`src/rtl/fault_io_pkg.sv`:
```
// Shared constants for the fault input conditioner: channel counts,
// idle levels and the debounce counter width.
package fault_io_pkg;

   localparam int   N_MOT     = 5;
   localparam int   N_SENS    = 3;
   localparam int   CNT_W     = 8;
   localparam logic MOT_IDLE  = 1'b0;
   localparam logic SENS_IDLE = 1'b1;

endpackage

```
`src/rtl/debounce_ch.sv`:
```
// One raw input channel: two-flop synchroniser, then a debounce counter.
// The counter filters the synchronised level before it reaches the registered output.
module debounce_ch
   import fault_io_pkg::*;
#(
   parameter int   DEBOUNCE_CYCLES = 4,
   parameter logic IDLE_LVL        = 1'b0
) (
   input  logic CLK,
   input  logic RST,
   input  logic RAW,
   output logic OUT,
   output logic OUT_NXT
);

   localparam logic [CNT_W-1:0] CNT_LAST = CNT_W'(DEBOUNCE_CYCLES - 1);

   logic             s1;
   logic             s2;
   logic [CNT_W-1:0] cnt;
   logic [CNT_W-1:0] cnt_nxt;

   // Any synchronised sample that agrees with the output restarts the run,
   // so only an unbroken run of DEBOUNCE_CYCLES differing samples is accepted.
   always_comb begin
      OUT_NXT = OUT;
      cnt_nxt = cnt + CNT_W'(1);
      if (s2 == OUT) begin
         cnt_nxt = '0;
      end else if (cnt == CNT_LAST) begin
         OUT_NXT = s2;
         cnt_nxt = '0;
      end
   end

   always_ff @(posedge CLK or posedge RST) begin
      if (RST) begin
         s1  <= IDLE_LVL;
         s2  <= IDLE_LVL;
         cnt <= '0;
         OUT <= IDLE_LVL;
      end else begin
         s1  <= RAW;
         s2  <= s1;
         cnt <= cnt_nxt;
         OUT <= OUT_NXT;
      end
   end

endmodule

```
`src/rtl/fault_input_conditioner.sv`:
```
// Synchronises and debounces the motor-error and fail-sensor lines.
// It also derives a registered any-fault flag and a one-cycle fault-entry pulse.
module fault_input_conditioner
   import fault_io_pkg::*;
#(
   parameter int DEBOUNCE_CYCLES = 4
) (
   input  logic              CLK,
   input  logic              RST,
   input  logic [N_MOT-1:0]  MOT_ERR_RAW,
   input  logic [N_SENS-1:0] FAIL_SENSn_RAW,
   output logic [N_MOT-1:0]  MOT_ERR,
   output logic [N_SENS-1:0] FAIL_SENSn,
   output logic              FAULT_EVT,
   output logic              FAULT_ANY
);

   logic [N_MOT-1:0]        mot_nxt;
   logic [N_SENS-1:0]       sens_nxt;
   logic [N_MOT+N_SENS-1:0] fault_cur;
   logic [N_MOT+N_SENS-1:0] fault_nxt;

   for (genvar i = 0; i < N_MOT; i++) begin : g_mot
      debounce_ch #(
         .DEBOUNCE_CYCLES (DEBOUNCE_CYCLES),
         .IDLE_LVL        (MOT_IDLE)
      ) u_ch (
         .CLK     (CLK),
         .RST     (RST),
         .RAW     (MOT_ERR_RAW[i]),
         .OUT     (MOT_ERR[i]),
         .OUT_NXT (mot_nxt[i])
      );
   end

   for (genvar i = 0; i < N_SENS; i++) begin : g_sens
      debounce_ch #(
         .DEBOUNCE_CYCLES (DEBOUNCE_CYCLES),
         .IDLE_LVL        (SENS_IDLE)
      ) u_ch (
         .CLK     (CLK),
         .RST     (RST),
         .RAW     (FAIL_SENSn_RAW[i]),
         .OUT     (FAIL_SENSn[i]),
         .OUT_NXT (sens_nxt[i])
      );
   end

   // Fault flags are built from next-state levels so they land on the same edge as the outputs.
   assign fault_cur = {~FAIL_SENSn, MOT_ERR};
   assign fault_nxt = {~sens_nxt, mot_nxt};

   always_ff @(posedge CLK or posedge RST) begin
      if (RST) begin
         FAULT_EVT <= 1'b0;
         FAULT_ANY <= 1'b0;
      end else begin
         FAULT_EVT <= |(fault_nxt & ~fault_cur);
         FAULT_ANY <= |fault_nxt;
      end
   end

endmodule

```
`config.mk`:
```
export PLATFORM = sky130hd
export DESIGN_NAME = fault_input_conditioner
export DESIGN_NICKNAME = d
export VERILOG_FILES = /design/src/rtl/fault_io_pkg.sv /design/src/rtl/debounce_ch.sv /design/src/rtl/fault_input_conditioner.sv
export SDC_FILE = /design/constraint.sdc
export NUM_CORES = 1
export LEC_CHECK = 0
export CAP_MARGIN = 5
export CORE_UTILIZATION = 50
export CTS_CLUSTER_SIZE = 12
export DETAILED_ROUTE_END_ITERATION = 10
export GPL_TIMING_DRIVEN = 0
export PLACE_DENSITY = 0.68
export SETUP_SLACK_MARGIN = 0.15
export SLEW_MARGIN = 20
export SYNTH_ARGS = -nofsm -noshare
export SYNTH_HDL_FRONTEND = slang
export SYNTH_SLANG_ARGS = --single-unit
```
`constraint.sdc`:
```
create_clock -name CLK -period 3.4 [get_ports CLK]
set_input_delay 0.34 -clock CLK [delete_from_list [all_inputs] [get_ports CLK]]
set_output_delay 0.34 -clock CLK [all_outputs]
set_load 0.05 [all_outputs]
```
==> impl_metrics.yaml, run 1 <==
logic_synthesis:
  synth_fp_nets: 368
  synth_top_area_frac: 0.515
  ys_types: 27
  synth-edff-count: 0
  ys_warn_count: 0
  yosys-top-cells-area: "dfrtp_1, xor2_1, dfstp_2, nor2_1, nand3_1"
  yosys.area.top_type: "dfrtp_1"
  yosysSeqAreaShare: 0.575
  mappedNetlistArea_mm2: 0.00394
  ys_async_sr_fraction: 1.00
  synth.avg_cell_area_um2: 11.2
  synthTopCellsByCount: "dfrtp_1, nor2_1, nand3_1, xor2_1, nand2_1"
  synth_flop_cell: "dfrtp_1"
  yosysMostFrequentCell: "dfrtp_1"
  synth-seq-cells: 90
  synth_cells: 350
detailed_routing:
  wire_per_inst_um: 13.4
  viasPerCell: 5.06
  routed-via-count: 2451
  route.detailed.drc: 0
  drt_iter0_drc: 107
  antenna_left: 0
  drt-total-wl_mm: 6.50
  firstDrtPassIters: 7
timing:
  clock_skew_ns: 0.0106
  worst-slew-pin-transition_ns: 0.695
  min_period_ns: 2.16
  finalMaxSlewViolations: 0
  min_period_over_period: 0.634
  setup_violations: 0
  hold_viol: 0
  fmax_mhz: 464
  rsz0062_at_grt: "false"
  worst_slack_ns: 1.24
  maxSlewHeadroom: 0.530
global_route:
  grt.busiest_layer: "met2"
  grt_pass1_vias: 2522
  grt_util_all_layers: 0.181
  met1_usage: 0.263
  gr-total-overflow: 0
  grt_pass1_wl_mm: 11.8
  grtUsageMet3: 0.0421
  antenna_found_initial: 0
  grt_max_degree: 60
  grtUsageMet2: 0.265
power_and_ir_drop:
  power_density_mw_per_mm2: 701
  p_leak_uw: 0.00212
  vdd_ir_drop_max_v: 0.000384
setup_path:
  setup.worst_path.start: "g_mot[3].u_ch.cnt[0]"
  r2r-end: "FAULT_ANY"
  worstRegToRegCells: 5
  reg2reg_slack_ns: 1.24
  cp.required_ns: 3.61
  critPathLaunchType: "flop"
  cp-endpoint: "FAULT_ANY"
  critPathKind: "reg -> reg"
  path_max_fanout: 4
  cp-end-kind: "flop"
  worstPathArrival_ns: 2.37
  reg2reg_from: "g_mot[3].u_ch.cnt[0]"
placement:
  io_buffers: 19
  dp_hpwl_mm: 4.56
  place_congestion: 0.789
  dp_slack_ns: 1.34
  placed_area_mm2: 0.00428
clocking:
  cts_post_setup_buffers_inserted: 0
  post_cts_resized: 0
  cts_hold_buf: 0
  clk_pin_slew_ns: 0.09
  clockBufferDepth: 2
  cts_root_buf: "clkbuf_8"
  cts_tree: "built"
  clock_sinks: 90
  insertion_delay_ns: 0.35
  htreeDepth: 3
  cts_buffers: 9
floorplanning:
  coreArea_mm2: 0.00745
  start_util: 0.528
  rows: 31
  num_io_pins: 20
  die_area_mm2: 0.00823
  die_w_um: 90.7
  die_y_um: 90.7
run:
  maxCapViolCount: 0
layout:
  nets: 399
  syn_to_final_growth_pct: 14.6
  fin_area_mm2: 0.00451
  drive_gt1_frac: 0.125
  num_antenna_cells: 0
  fin_util: 0.606
  fill_cells: 659
outcome:
  status: "complete, no violations"
worst_hold_path:
  hp-class: "in -> async"
[routing by layer]
| metal | share of wire | vias to the layer above |
|---|---|---|
| met2 | 0.45 | 30 |
| met4 | 0.010 | 0 |
| met1 | 0.51 | 1179 |
| met3 | 0.031 | 6 |
| li1 | - | 1236 |
| met5 | 0 | - |
[kinds of logic (layout without fill, tap and decap cells)]
group                      Yosys count  in the layout  synth area share
DFF                                 90             90             0.575
xor gates and xnor gates            56             56             0.125
buffers and inverters               13             48            0.0200
AOI/OAI and AO/OA                   14             14            0.0331
and+or+nand+nor                    169            169             0.222
adders and majority gates            8              8            0.0254
[layout by cell type (no fill, tap or decap)]
cell type	n
a21bo_2	6
buf_4	8
a21o_2	1
dfrtp_1	81
clkbuf_1	1
nand4_1	2
a22o_1	1
nand3_1	41
bufinv_16	3
ha_1	8
buf_16	1
nor2_1	55
a21o_1	1
o32ai_1	4
inv_4	1
clkbuf_8	9
clkinv_4	1
clkinv_2	1
clkdlybuf4s50_1	19
and3_1	19
xnor2_1	15
or4_1	2
dfstp_2	9
nor4b_1	4
and3_2	3
nand2_2	1
nor4b_4	2
inv_1	4
nand2b_1	4
nand2_1	22
and2_1	4
xor2_1	41
nor3_1	8
a221o_1	1
nor4b_2	2
[worst max-delay path: stages, from the launching register on]
cell	delay, ns
dfrtp_1	0.38
ha_1	0.25
nor4b_1	0.60
a21bo_2	0.25
nand4_1	0.11
or4_1	0.43
[worst min-delay path by stage]
stage	startpoint	to	slack (ns)	cells past startpoint
final	RST	g_sens[1].u_ch.cnt[3]	0.34	2
after global routing	RST	g_mot[2].u_ch.cnt[3]	0.35	2
after CTS	RST	g_mot[2].u_ch.cnt[3]	0.34	2
after detailed placement	g_mot[0].u_ch.s1	g_mot[0].u_ch.s2	0.34	0
after global placement	g_mot[0].u_ch.s1	g_mot[0].u_ch.s2	0.33	0
after floorplan	g_mot[0].u_ch.s1	g_mot[0].u_ch.s2	0.33	0
[where the power goes]
group	leakage (uW)	switching [uW]	internal (uW)
Clock	0.000116	361	485
Combinational	0.000831	532	376
Sequential	0.00117	161	1250
Total	0.00212	1050	2110
[metrics by stage]
stage / std cells / TNS, ns / hold WS (ns) / power, uW
floorplan: 350 / 0 / 0.331 / 2070
global placement: 468 / -50.80 / 0.332 / 2310
detailed placement: 469 / 0 / 0.336 / 2340
CTS: 484 / 0 / 0.337 / 3200
global route: 484 / 0 / 0.354 / 3360
finish: 484 / 0 / 0.342 / 3160
[flip-flops by register name (all words and copies together), names as in the netlist]
register         count
g_mot.u_ch.cnt      40
g_sens.u_ch.cnt     24
g_mot.u_ch.OUT       5
g_mot.u_ch.s1        5
g_mot.u_ch.s2        5
g_sens.u_ch.OUT      3
g_sens.u_ch.s1       3
g_sens.u_ch.s2       3
FAULT_ANY            1
FAULT_EVT            1
[final cells by class]
cell class | count | area [um2] | area share
inverters | 5 | 21.3 | 0.00472
clock buffers | 10 | 128 | 0.0283
multi-input cells | 247 | 1590 | 0.353
repair buffers | 20 | 218 | 0.0483
clock inverters | 5 | 104 | 0.0230
plain buffers | 8 | 60.1 | 0.0133
flip-flops and latches | 90 | 2260 | 0.502
well taps | 99 | 124 | 0.0275
(Power assumes the default switching activity.)
==> run 2, diff against run 1 <==
- PLACE_DENSITY: 0.68 -> 0.71
- clock period: 3.4 -> 1.9 ns (I/O delays scaled with it)
==> run 2 against run 1 <==
  * The flow now finishes with violations (negative setup slack)
  * Design area rose by 1.7%
  * Register-to-register slack worse by 1.3 ns
  * Critical path depth is the same
  * Wire length increased by 0.26%
  * Die area unchanged
  * Power rose by 72%
  * Final cell count increased by 0.21%
  * Sequential share of layout area down 0.83 points
  * Clock skew shrank 0.0035 ns
  * Global-route usage is 0.94 points lower
  * First-iteration DRC count shrank 29%
==> impl_metrics.yaml, run 2 (synthesis gave the netlist of run 1 again) <==
global_route:
  gr-total-overflow: 0
  grt_pass1_vias: 2433
  grt_max_degree: 35
  grt_util_all_layers: 0.171
  antenna_found_initial: 0
  grt_pass1_wl_mm: 11.1
worst_hold_path:
  hp-class: "in -> reg"
timing:
  worst-slew-pin-transition_ns: 0.654
  setup_violations: 1
  finalMaxSlewViolations: 0
  fmax_mhz: 518
  hold_viol: 0
  min_period_over_period: 1.02
  clock_skew_ns: 0.00715
  min_period_ns: 1.93
  maxSlewHeadroom: 0.563
  whs_ns: 0.244
  rsz0062_at_grt: "true"
  setup_tns_ns: -0.0319
  worst_slack_ns: -0.0319
layout:
  largest_register: "g_mot.u_ch.cnt"
  layout_commonest_cell: "dfrtp_1"
  layout_common_cells: "dfrtp_1, nor2_1, xor2_1, nand3_1, nand2_1"
  drive_gt1_frac: 0.158
  largest_registers: "g_mot.u_ch.cnt: 40 flops, g_sens.u_ch.cnt: 24 flops"
  largest_register_ffs: 40
  num_antenna_cells: 0
  multi_input_area_mm2: 0.00170
  syn_to_final_growth_pct: 16.6
  register_area_mm2: 0.00226
  fill_cells: 609
  nets: 400
placement:
  dp_slack_ns: -0.219
  io_buffers: 19
  place_congestion: 0.798
  dp_hpwl_mm: 4.69
outcome:
  violations: "negative setup slack"
  status: "complete, but fails checks"
setup_path:
  critPathLaunchType: "flop"
  path_max_fanout: 5
  slowest_delay_ns: 0.50
  cp_num_buf_inv: 0
  critPathKind: "reg -> reg"
  cp-end-kind: "flop"
  cp_top_family: "simple AND/OR/NAND/NOR gates"
  critical_path.cell_chain: "ha_4 > nor4b_4 > nand2_2 > a221o_1 > or4_1"
  slowest_stage: "or4_1"
  cp.required_ns: 2.12
  worstPathArrival_ns: 2.15
detailed_routing:
  route.detailed.drc: 0
  antenna_left: 0
  viasPerCell: 5.15
  firstDrtPassIters: 4
  drt_iter0_drc: 76
  wire_per_inst_um: 13.4
  routed-via-count: 2499
  drt-total-wl_mm: 6.52
power_and_ir_drop:
  p_total_uw: 5440
  power_density_mw_per_mm2: 1180
  p_leak_uw: 0.00212
  vdd_ir_drop_max_v: 0.000734
floorplanning:
  num_io_pins: 20
  rows: 31
  die_area_mm2: 0.00823
  coreArea_mm2: 0.00745
  start_util: 0.528
  die_y_um: 90.7
  die_w_um: 90.7
clocking:
  cts_post_setup_buffers_inserted: 0
  cts_hold_buf: 0
  cts_root_buf: "clkbuf_8"
  clock_sinks: 90
  cts_tree: "built"
  clk_pin_slew_ns: 0.08
  cts_buffers: 9
  htreeDepth: 3
  clockBufferDepth: 2
  insertion_delay_ns: 0.34
run:
  maxCapViolCount: 0
[run 2: layout make-up]
class,instances,share of cell area
buffer,8,0.0131
clock buffer,14,0.0398
clock inverter,1,0.00164
inverter,5,0.00491
multi-input combinational,247,0.371
sequential,90,0.493
tap,99,0.0270
timing repair buffer,21,0.0488
[run 2: worst reg2reg max path, cell delays in order (launching register included)]
cell	delay (ns)
dfrtp_1	0.41
ha_4	0.18
nor4b_4	0.23
nand2_2	0.12
a221o_1	0.37
or4_1	0.50
[run 2: per-layer routing]
| layer | vias up | track usage | share of wire |
|---|---|---|---|
| met3 | 10 | 0.0286 | 0.023 |
| met1 | 1213 | 0.249 | 0.52 |
| met5 | - | 0 | 0 |
| met2 | 30 | 0.251 | 0.43 |
| li1 | 1246 | - | - |
| met4 | 0 | 0.0806 | 0.021 |
[run 2: final timing paths]
check	from	end	slack, ns	cells past startpoint
worst max-delay path	g_mot[0].u_ch.cnt[1]	FAULT_ANY	-0.03	5
worst min-delay path	FAIL_SENSn_RAW[0]	g_sens[0].u_ch.s1	0.24	1
worst max register to register	g_mot[0].u_ch.cnt[1]	FAULT_ANY	-0.03	5
worst min register to register	g_sens[2].u_ch.s1	g_sens[2].u_ch.s2	0.35	0
max in group asynchronous	RST	g_sens[2].u_ch.s1	0.99	3
min in group asynchronous	RST	g_sens[0].u_ch.cnt[4]	0.28	2
[run 2: where the power goes]
part           switching, uW  total, uW  leakage, uW  internal (uW)
clock                    628       1240    0.0000948            613
combinational            949       1630     0.000853            686
sequential               328       2560      0.00117           2230
[run 2: what timing repair did]
action / 4_1_cts / 5_1_grt
endpoints found under the setup margin: 17 / 5
gates resized for setup: 19 / 7
pin swaps: 1 / 0
[run 2: through the flow]
step	instance area, um2	instances	utilization
finish	4590	485	0.616
detailed placement	4310	470	0.579
floorplan	3960	350	-
global placement	4270	468	0.573
global route	4590	485	0.616
CTS	4570	485	0.614
